--- src/rtl/sprite_cmd_sequencer.sv ---
// Sprite command sequencer: buffers software command words and replays them onto the
// sprite command bus, holding ping/pong swap words until vertical blank.
module sprite_cmd_sequencer #(
    parameter int DEPTH       = 16,
    parameter int VBLANK_LINE = 480
) (
    input  logic        clk,
    input  logic        reset,
    input  logic        chipselect,
    input  logic        write,
    input  logic        read,
    input  logic        address,
    input  logic [31:0] writedata,
    output logic [31:0] readdata,
    output logic        waitrequest,
    input  logic [9:0]  hcount,
    input  logic [9:0]  vcount,
    output logic [31:0] cmd_out,
    output logic        swap_done
);

    localparam int AW = $clog2(DEPTH);
    localparam int CW = AW + 1;
    localparam logic [CW-1:0] FULL_COUNT  = CW'(DEPTH);
    localparam logic [9:0]    VBLANK_V    = 10'(VBLANK_LINE);

    typedef enum logic [1:0] {
        ST_DRAIN = 2'd0,
        ST_HOLD  = 2'd1,
        ST_WAIT  = 2'd2
    } state_t;

    state_t         state_q, state_d;
    logic [31:0]    mem_q [DEPTH];
    logic [31:0]    mem_d [DEPTH];
    logic [AW-1:0]  wr_ptr_q, wr_ptr_d;
    logic [AW-1:0]  rd_ptr_q, rd_ptr_d;
    logic [CW-1:0]  count_q, count_d;
    logic [31:0]    cmd_q, cmd_d;
    logic           swap_q, swap_d;
    logic [15:0]    frame_q, frame_d;
    logic [31:0]    readdata_q, readdata_d;

    logic           full_s;
    logic           empty_s;
    logic           fifo_wr_s;
    logic           push_s;
    logic           pop_s;
    logic           vblank_s;
    logic [31:0]    head_s;
    logic           head_swap_s;
    logic           unused_hcount_s;

    // A head word carrying info field 4'b1111 is a ping/pong buffer swap.
    function automatic logic is_swap_word(input logic [31:0] word);
        return (word[20:17] == 4'b1111);
    endfunction

    function automatic logic [31:0] status_word(
        input logic [CW-1:0] cnt,
        input logic          full,
        input logic          empty,
        input logic [1:0]    st,
        input logic [15:0]   frames
    );
        logic [31:0] w;
        w        = 32'h0000_0000;
        w[4:0]   = 5'(cnt);
        w[5]     = full;
        w[6]     = empty;
        w[8:7]   = st;
        w[31:16] = frames;
        return w;
    endfunction

    assign unused_hcount_s = ^hcount;

    assign full_s      = (count_q == FULL_COUNT);
    assign empty_s     = (count_q == {CW{1'b0}});
    assign fifo_wr_s   = chipselect & write & ~address;
    assign push_s      = fifo_wr_s & ~full_s;
    assign waitrequest = fifo_wr_s & full_s;
    assign vblank_s    = (vcount >= VBLANK_V);
    assign head_s      = mem_q[rd_ptr_q];
    assign head_swap_s = is_swap_word(head_s);

    assign cmd_out   = cmd_q;
    assign swap_done = swap_q;
    assign readdata  = readdata_q;

    // Sequencer FSM: decides pops and what goes onto the command bus next cycle.
    always_comb begin
        state_d = state_q;
        pop_s   = 1'b0;
        cmd_d   = 32'h0000_0000;
        swap_d  = 1'b0;
        frame_d = frame_q;
        case (state_q)
            ST_DRAIN: begin
                if (!empty_s) begin
                    if (head_swap_s) begin
                        state_d = ST_HOLD;
                    end else begin
                        pop_s = 1'b1;
                        cmd_d = head_s;
                    end
                end else begin
                    cmd_d = 32'h0000_0000;
                end
            end
            ST_HOLD: begin
                if (vblank_s) begin
                    pop_s   = 1'b1;
                    cmd_d   = head_s;
                    swap_d  = 1'b1;
                    frame_d = frame_q + 16'd1;
                    state_d = ST_WAIT;
                end else begin
                    state_d = ST_HOLD;
                end
            end
            // Only one swap per blanking interval: sit out the rest of vblank.
            ST_WAIT: begin
                if (vcount < VBLANK_V) begin
                    state_d = ST_DRAIN;
                end else begin
                    state_d = ST_WAIT;
                end
            end
            default: begin
                state_d = ST_DRAIN;
            end
        endcase
    end

    // FIFO storage, pointers and occupancy; full is judged before any same-cycle pop.
    always_comb begin
        mem_d    = mem_q;
        wr_ptr_d = wr_ptr_q;
        rd_ptr_d = rd_ptr_q;
        count_d  = count_q;
        if (push_s) begin
            mem_d[wr_ptr_q] = writedata;
            wr_ptr_d        = wr_ptr_q + AW'(1);
        end else begin
            wr_ptr_d = wr_ptr_q;
        end
        if (pop_s) begin
            rd_ptr_d = rd_ptr_q + AW'(1);
        end else begin
            rd_ptr_d = rd_ptr_q;
        end
        case ({push_s, pop_s})
            2'b10:   count_d = count_q + CW'(1);
            2'b01:   count_d = count_q - CW'(1);
            default: count_d = count_q;
        endcase
    end

    // Status read port: registered, address 0 reads back zero.
    always_comb begin
        readdata_d = readdata_q;
        if (chipselect && read) begin
            if (address) begin
                readdata_d = status_word(count_q, full_s, empty_s, state_q, frame_q);
            end else begin
                readdata_d = 32'h0000_0000;
            end
        end else begin
            readdata_d = readdata_q;
        end
    end

    // State register for all control, storage and output flops.
    always_ff @(posedge clk or negedge reset) begin
        if (!reset) begin
            state_q    <= ST_DRAIN;
            wr_ptr_q   <= {AW{1'b0}};
            rd_ptr_q   <= {AW{1'b0}};
            count_q    <= {CW{1'b0}};
            cmd_q      <= 32'h0000_0000;
            swap_q     <= 1'b0;
            frame_q    <= 16'h0000;
            readdata_q <= 32'h0000_0000;
            for (int i = 0; i < DEPTH; i++) begin
                mem_q[i] <= 32'h0000_0000;
            end
        end else begin
            state_q    <= state_d;
            wr_ptr_q   <= wr_ptr_d;
            rd_ptr_q   <= rd_ptr_d;
            count_q    <= count_d;
            cmd_q      <= cmd_d;
            swap_q     <= swap_d;
            frame_q    <= frame_d;
            readdata_q <= readdata_d;
            for (int i = 0; i < DEPTH; i++) begin
                mem_q[i] <= mem_d[i];
            end
        end
    end

endmodule

--- config.mk ---
export PLATFORM = sky130hd
export DESIGN_NAME = sprite_cmd_sequencer
export DESIGN_NICKNAME = d
export VERILOG_FILES = /design/src/rtl/sprite_cmd_sequencer.sv
export SDC_FILE = /design/constraint.sdc
export NUM_CORES = 1
export LEC_CHECK = 0
export ABC_AREA = 1
export CAP_MARGIN = 0
export CORE_MARGIN = 2
export CORE_UTILIZATION = 56
export DETAILED_ROUTE_END_ITERATION = 7
export HOLD_SLACK_MARGIN = 0.12
export PLACE_DENSITY = 0.87
export SETUP_SLACK_MARGIN = 0.4
export SLEW_MARGIN = 15
export SYNTH_ARGS = -nofsm -noshare
export SYNTH_HDL_FRONTEND = slang
export SYNTH_SLANG_ARGS = --single-unit
--- constraint.sdc ---
create_clock -name clk -period 2.98 [get_ports clk]
set_input_delay 0.447 -clock clk [delete_from_list [all_inputs] [get_ports clk]]
set_output_delay 0.447 -clock clk [all_outputs]
set_load 0.01 [all_outputs]
Word level (Yosys, flattened, before mapping)
Cells that the tools add are included.

Register bits after elaboration: 608. Input bits: 58. Output and inout bits: 66. Logic and storage cells: 79.

Add/sub/neg operators: 5. $lt $le $gt $ge: 5. Equal/unequal tests: 8. Mux-type cells: 22. Bitwise operators: 8. Reduce and logical (&&, ||, !) cells: 7.

Operators by type and width (number): $bwmux 512 (1); $mux 32 (7); $bmux 32 s4 (1); $demux 32 s4 (1); $pmux 32 s2 (1); $add 16x1->16 const B (1); $ge 10x9->1 const B (1); $ge 5x5->1 const B (2); $lt 10x9->1 const B (1); $not 4->5 (2); $pmux 5 s2 (1); $add 4x1->4 const B (2); $mux 2 (4); $pmux 2 s3 (1); $add 5x1->5 const B (1); $eq 5x5->1 const B (1); $logic_not 5->1 (1); $lt 5x1->1 const B (1); $sub 5x1->5 const B (1); $and 1x1->1 (4); $eq 2x1->1 const B (2); $eq 2x2->1 const B (2); $eq 4x4->1 const B (1); $mux 1 (4); other kinds (7) (11).

Depth between registers and ports, before layout
Depth after elaboration: 10. Depth in mapped cells: 24. Gate-level depth less buffers: 22.

Worst setup path after synthesis
OpenSTA, ideal clock, no wires.

Path kind: reg2reg. Start point: register rd_ptr_q[0]. End point: register count_q[4]. Library setup time: 131 ps. Arrival: 2565 ps. Required time: 2849 ps. Slack: 284 ps. Stages on the path, launching flop included: 25. Path buffers: 2. Period minus slack after synthesis: 2696 ps. Path through: dfrtp_1 -> buf_6 -> inv_4 -> buf_6 -> nand2_1 -> nand2_1 -> nand2_1 -> nand3_1 -> nand3_1 -> nand2_1 -> nand2_1 -> inv_2 -> nand2_2 -> nand3_4 -> nand2_4 -> ha_1 -> xor2_1 -> ha_1 -> inv_1 -> nand2_1 -> nand2_1 -> o21ai_0 -> a21oi_1 -> o21ai_0 -> xor2_1.

Cells in the longest elaborated chain, start to end: 10. Elaborated cells on any way between the ends: 12. Classes of those cells: eq/ne (3); mux (7); bitwise (1); reduce/logical (1).

RTL lines: from (decl) (line 37) `logic [AW-1:0] rd_ptr_q, rd_ptr_d;`; from (signal assigned) (line 179) `rd_ptr_q <= {AW{1'b0}};`; from (signal assigned) (line 191) `rd_ptr_q <= rd_ptr_d;`; $not 4->5 (implied by the code) (*) (line 84) `assign head_s = mem_q[rd_ptr_q];`; $bmux 32 s4 (*) (line 84); $mux 32 (implied by the code) (*) (2 in a row) (line 84); $eq 4x4->1 (*) (line 56) `return (word[20:17] == 4'b1111);`; $mux 1 (*) (line 101) `if (head_swap_s) begin`; $mux 1 (*) (line 100) `if (!empty_s) begin`; $pmux 1 s2 (*) (line 98) `case (state_q)`; net pop_s (line 48) `logic pop_s;`; $eq 2x1->1 or $eq 2x2->1 (tied branches) (line 153) `case ({push_s, pop_s})`; $pmux 5 s2 or $reduce_bool 2->1 (tied branches); to (signal assigned) (line 180) `count_q <= {CW{1'b0}};`; to (signal assigned) (line 192) `count_q <= count_d;`; to (decl) (line 38) `logic [CW-1:0] count_q, count_d;`.

The timed path passes the listed nets; every way through them passes the cells marked *. The select of a mux whose other input is x is not followed. A chain may end at the register's enable or synchronous reset.

Final worst setup path
Ends and elaborated chain as after synthesis.

==> results list <==
- Count of antenna diodes in the layout: 0
* Number of buffers on the longest clock path: 3
- For this run, the number of Yosys warnings is 0.
- Remaining number of nets flagged by the antenna check after routing: 0
- After floorplanning, the core was sized to cover 47500 sq um.
* Number of port buffers: 101
* Overflow left after global routing: 0
- The floorplan has 80 rows.
- On the critical path the largest part of the delay comes from simple AND/OR/NAND/NOR gates.
* Worst-path cell with the longest stage delay: sky130_fd_sc_hd__dfrtp_4
- Sequential area share after synthesis: 0.560
- Of the total synthesized cell area, the portion taken by XOR and XNOR cells is 0.00718.
* Ratio of cells with drive above 1 in the final layout: 0.0885
- After detailed placement, the design holds a cell count of 3691.
- Chip Width: 223 um
* Maximum Capacitance Violations: 0
- Via count of the first global-routing pass: 22700
* Layout-stage area growth over the synthesis result: 14.4%
- For this block, the routed nets add up to 75.5 mm of wire.
* Most used cells in the layout excluding fill and tap cells: sky130_fd_sc_hd__nand2_1, sky130_fd_sc_hd__o21ai_0, sky130_fd_sc_hd__dfrtp_1, sky130_fd_sc_hd__nor2_1, sky130_fd_sc_hd__o22ai_1
* Detailed router's first-iteration violation count: 2748
- Hpwl dp: 39.5 mm
- Fraction of the mapped netlist area in compound gates: 0.173
* Part of the power in the clock network: 0.238
* Mean number of vias per cell: 6.08
- Maximum number of pins on one net before global-route repair: 109
- Final worst path period share: 0.974
* Leakage power of the design: 0.0140 uW
- The largest single stage delay on the critical path is 0.53 ns.
* Starting Density: 0.564
* Cell-by-cell trace of the critical path: clkinv_8, buf_12, nand2_1, nand3_1, nand3_1, nand3_1, nand2_2, nand2_4, inv_2, nand2_2, nand3_4, nand2_4, ha_4, xor2_4, ha_2, inv_2, nand2_1, nand2_2, o21ai_2, a21oi_1, o21ai_1, xor2_1
- Number of optimization iterations in the first detailed-route pass: 8
* Proportion of total power due to net switching: 0.389
- Avg Inst Size Synth: 8.53 sq um
- Worst Path Arrival: 3.44 ns
* Number of max-slew violations in the final report: 0
- Number of library cell types mapped by synthesis: 35
- Number of hold violations in the final report: 0
- STA classifies the critical path endpoint as a register.
- Number of fillers in the final layout: 3571
* Number of H-tree levels: 2
* Simple-gate portion of the synthesized area: 0.193
- Cell Area, Synth: 26800 sq um
- Critical path required time: 3.52 ns
- In the synthesized netlist, the number of instances is 3146.
* Number of vias after detailed routing: 23200
* Final-report setup violation count: 0
* Startpoint class of the critical path: register
- Of the total power, combinational logic draws 0.379.
- After synthesis, the share of cell area in mux cells is 0.
- Clock transition at the register clock pins on the worst setup and hold paths after CTS: 0.06 ns
- For the pin with the worst max-slew slack, the measured transition is 1.10 ns.
* Overall track demand over capacity in global routing: 0.306
- Bufs and invs on worst path: 4
- At the later pin of the worst-skew pair, clock insertion delay measures 0.64 ns.
* Final setup skew: 0.0225 ns
* Fmax: 0.345 GHz
- Worst Path Max Fanout: 11
* Vertical die dimension: 223 um
- The number of antenna violations at the first check in global routing was 0.
- Dividing the detail-routed wire length by the instance count gives 19.8 um.
* Worst supply voltage drop on vdd: 0.835 mV
- Of the total synthesized cell area, the portion taken by full adders, half adders and majority gates is 0.00420.
* Tightest hold margin: 0.413 ns
- Headroom to the max-slew limit came out at 0.267.
* Post-layout instance count excluding filler cells: 3814
- Path class of the lowest-slack min-delay path: primary input to asynchronous set/reset pin
- Routability cong.: 0.835
- Root Buffer: sky130_fd_sc_hd__clkbuf_16
* CTS tree: yes
- Setup repair after global routing missed its margin: yes
* Remaining DRCs: 0
* Sequential Power Share: 0.383
* Global-route wire length before repair: 121 mm
- The internal portion of the total power is 20500 uW.
* Die outline area: 49700 sq um
- The library cell used most frequently in the layout, excluding fill and tap cells, is sky130_fd_sc_hd__nand2_1.
- Counting every sink on the clock net gives 601.
- Synthesized flop and latch total: 601
- Clock tree synthesis inserted a total of 60 buffers.
- Result of the run: finished, final reports clean
* Sum of internal, switching and leakage power: 33600 uW
- By area, the combinational part of the netlist is dominated by simple AND/OR/NAND/NOR gates.
- IO Pins: 124
* Path type of the worst setup path: register to register
- Fin crit period: 2.90 ns
* Final nets: 3216
- Switch Pwr: 13100 uW
- For this design the ratio of total power to cell area is 1090 nW/um^2.
==> final cells by class <==
type | count | area [sq um] | area share
tap | 615 | 769 | 0.0251
sequential | 601 | 15100 | 0.490
timing repair buffer | 188 | 2040 | 0.0664
inverter | 113 | 447 | 0.0146
clock inverter | 34 | 409 | 0.0133
multi-input combinational | 2185 | 10300 | 0.336
clock buffer | 78 | 1670 | 0.0544
==> per-layer routing <==
| metal | global-route usage | vias up | share of wire |
|---|---|---|---|
| li1 | - | 10400 | - |
| met4 | 0.152 | 0 | 0.047 |
| met2 | 0.498 | 1331 | 0.47 |
| met1 | 0.399 | 11200 | 0.38 |
| met5 | 0 | - | 0 |
| met3 | 0.0524 | 269 | 0.097 |
==> cell families after synthesis <==
kind of cell / count (synthesis)
compound gates: 898
fa+ha+maj: 9
other cells: 1
xor+xnor: 22
flops: 601
simple gates: 1249
buf+inv: 366
==> power by group through the flow <==
stage	logic, uW	clock network (uW)	registers, uW
3_3_place_gp	11300	0	12700
6_report	12700	7980	12900
3_5_place_dp	11800	0	12800
4_1_cts	12200	8010	12800
5_1_grt	14100	8340	13200
2_1_floorplan	8530	0	12500
==> worst reg2reg max path: stages, from the launching register on <==
cell and delay [ns]:
sky130_fd_sc_hd__dfrtp_4 0.53, sky130_fd_sc_hd__clkinv_8 0.11, sky130_fd_sc_hd__buf_12 0.16, sky130_fd_sc_hd__nand2_1 0.08, sky130_fd_sc_hd__nand3_1 0.09, sky130_fd_sc_hd__nand3_1 0.10
sky130_fd_sc_hd__nand3_1 0.10, sky130_fd_sc_hd__nand2_2 0.13, sky130_fd_sc_hd__nand2_4 0.07, sky130_fd_sc_hd__inv_2 0.07, sky130_fd_sc_hd__nand2_2 0.07, sky130_fd_sc_hd__nand3_4 0.07
sky130_fd_sc_hd__nand2_4 0.06, sky130_fd_sc_hd__ha_4 0.18, sky130_fd_sc_hd__xor2_4 0.14, sky130_fd_sc_hd__ha_2 0.20, sky130_fd_sc_hd__inv_2 0.04, sky130_fd_sc_hd__nand2_1 0.07
sky130_fd_sc_hd__nand2_2 0.06, sky130_fd_sc_hd__o21ai_2 0.13, sky130_fd_sc_hd__a21oi_1 0.07, sky130_fd_sc_hd__o21ai_1 0.10, sky130_fd_sc_hd__xor2_1 0.19
==> path summary, 6_finish.rpt <==
kind / from / end / slack [ns] / depth (start not counted)
worst max-delay path: rd_ptr_q[0] / count_q[4] / 0.08 / 22
worst min-delay path: reset / mem_q[53] / 0.41 / 2
worst max register to register: rd_ptr_q[0] / count_q[4] / 0.08 / 22
worst min register to register: mem_q[456] / mem_q[456] / 0.48 / 2
max in group asynchronous: reset / mem_q[392] / 1.58 / 3
min in group clk: mem_q[456] / mem_q[456] / 0.48 / 2
==> synth_stat cells (all sizes together) <==
cell,instances,area share
nand2,835,0.12
o21ai,779,0.15
dfrtp,601,0.56
nor2,274,0.041
clkbuf,135,0.019
buf,118,0.027
nand3,118,0.023
inv,113,0.016
o22ai,112,0.026
xor2,20,0.0065
nand4,16,0.0088
ha,9,0.0042
a21oi,4,0.00075
nor3,3,0.00093
nor4,3,0.0013
xnor2,2,0.00065
a21boi,1,0.00028
conb,1,0.00014
o211ai,1,0.00028
o41ai,1,0.00061
==> metrics by stage <==
stage	utilization	TNS [ns]	cell area [sq um]	worst slack [ns]
after global placement	0.596	0	28300	0.138
after CTS	0.642	0	30500	0.149
after detailed placement	0.596	0	28300	0.0251
after floorplan	-	0	26900	0.407
final	0.646	0	30700	0.0773
after global routing	0.646	-0.0639	30700	-0.0585
==> registers in the layout, indices dropped and copies added (netlist names) <==
signal and flops:
cmd_out 32, count_q 5, frame_q 16, mem_q 512, rd_ptr_q 4, readdata 25, state_q 2, swap_done 1
wr_ptr_q 4
==> timing repair <==
action,CTS,global route
endpoints found under the hold margin,60,0
setup endpoints to repair,4,23
hold buffers,1,0
pin swaps,4,7
gates cloned,2,2
buffers inserted,4,2
resized for setup,11,26
Note: power is estimated with default switching activity, not from simulation.
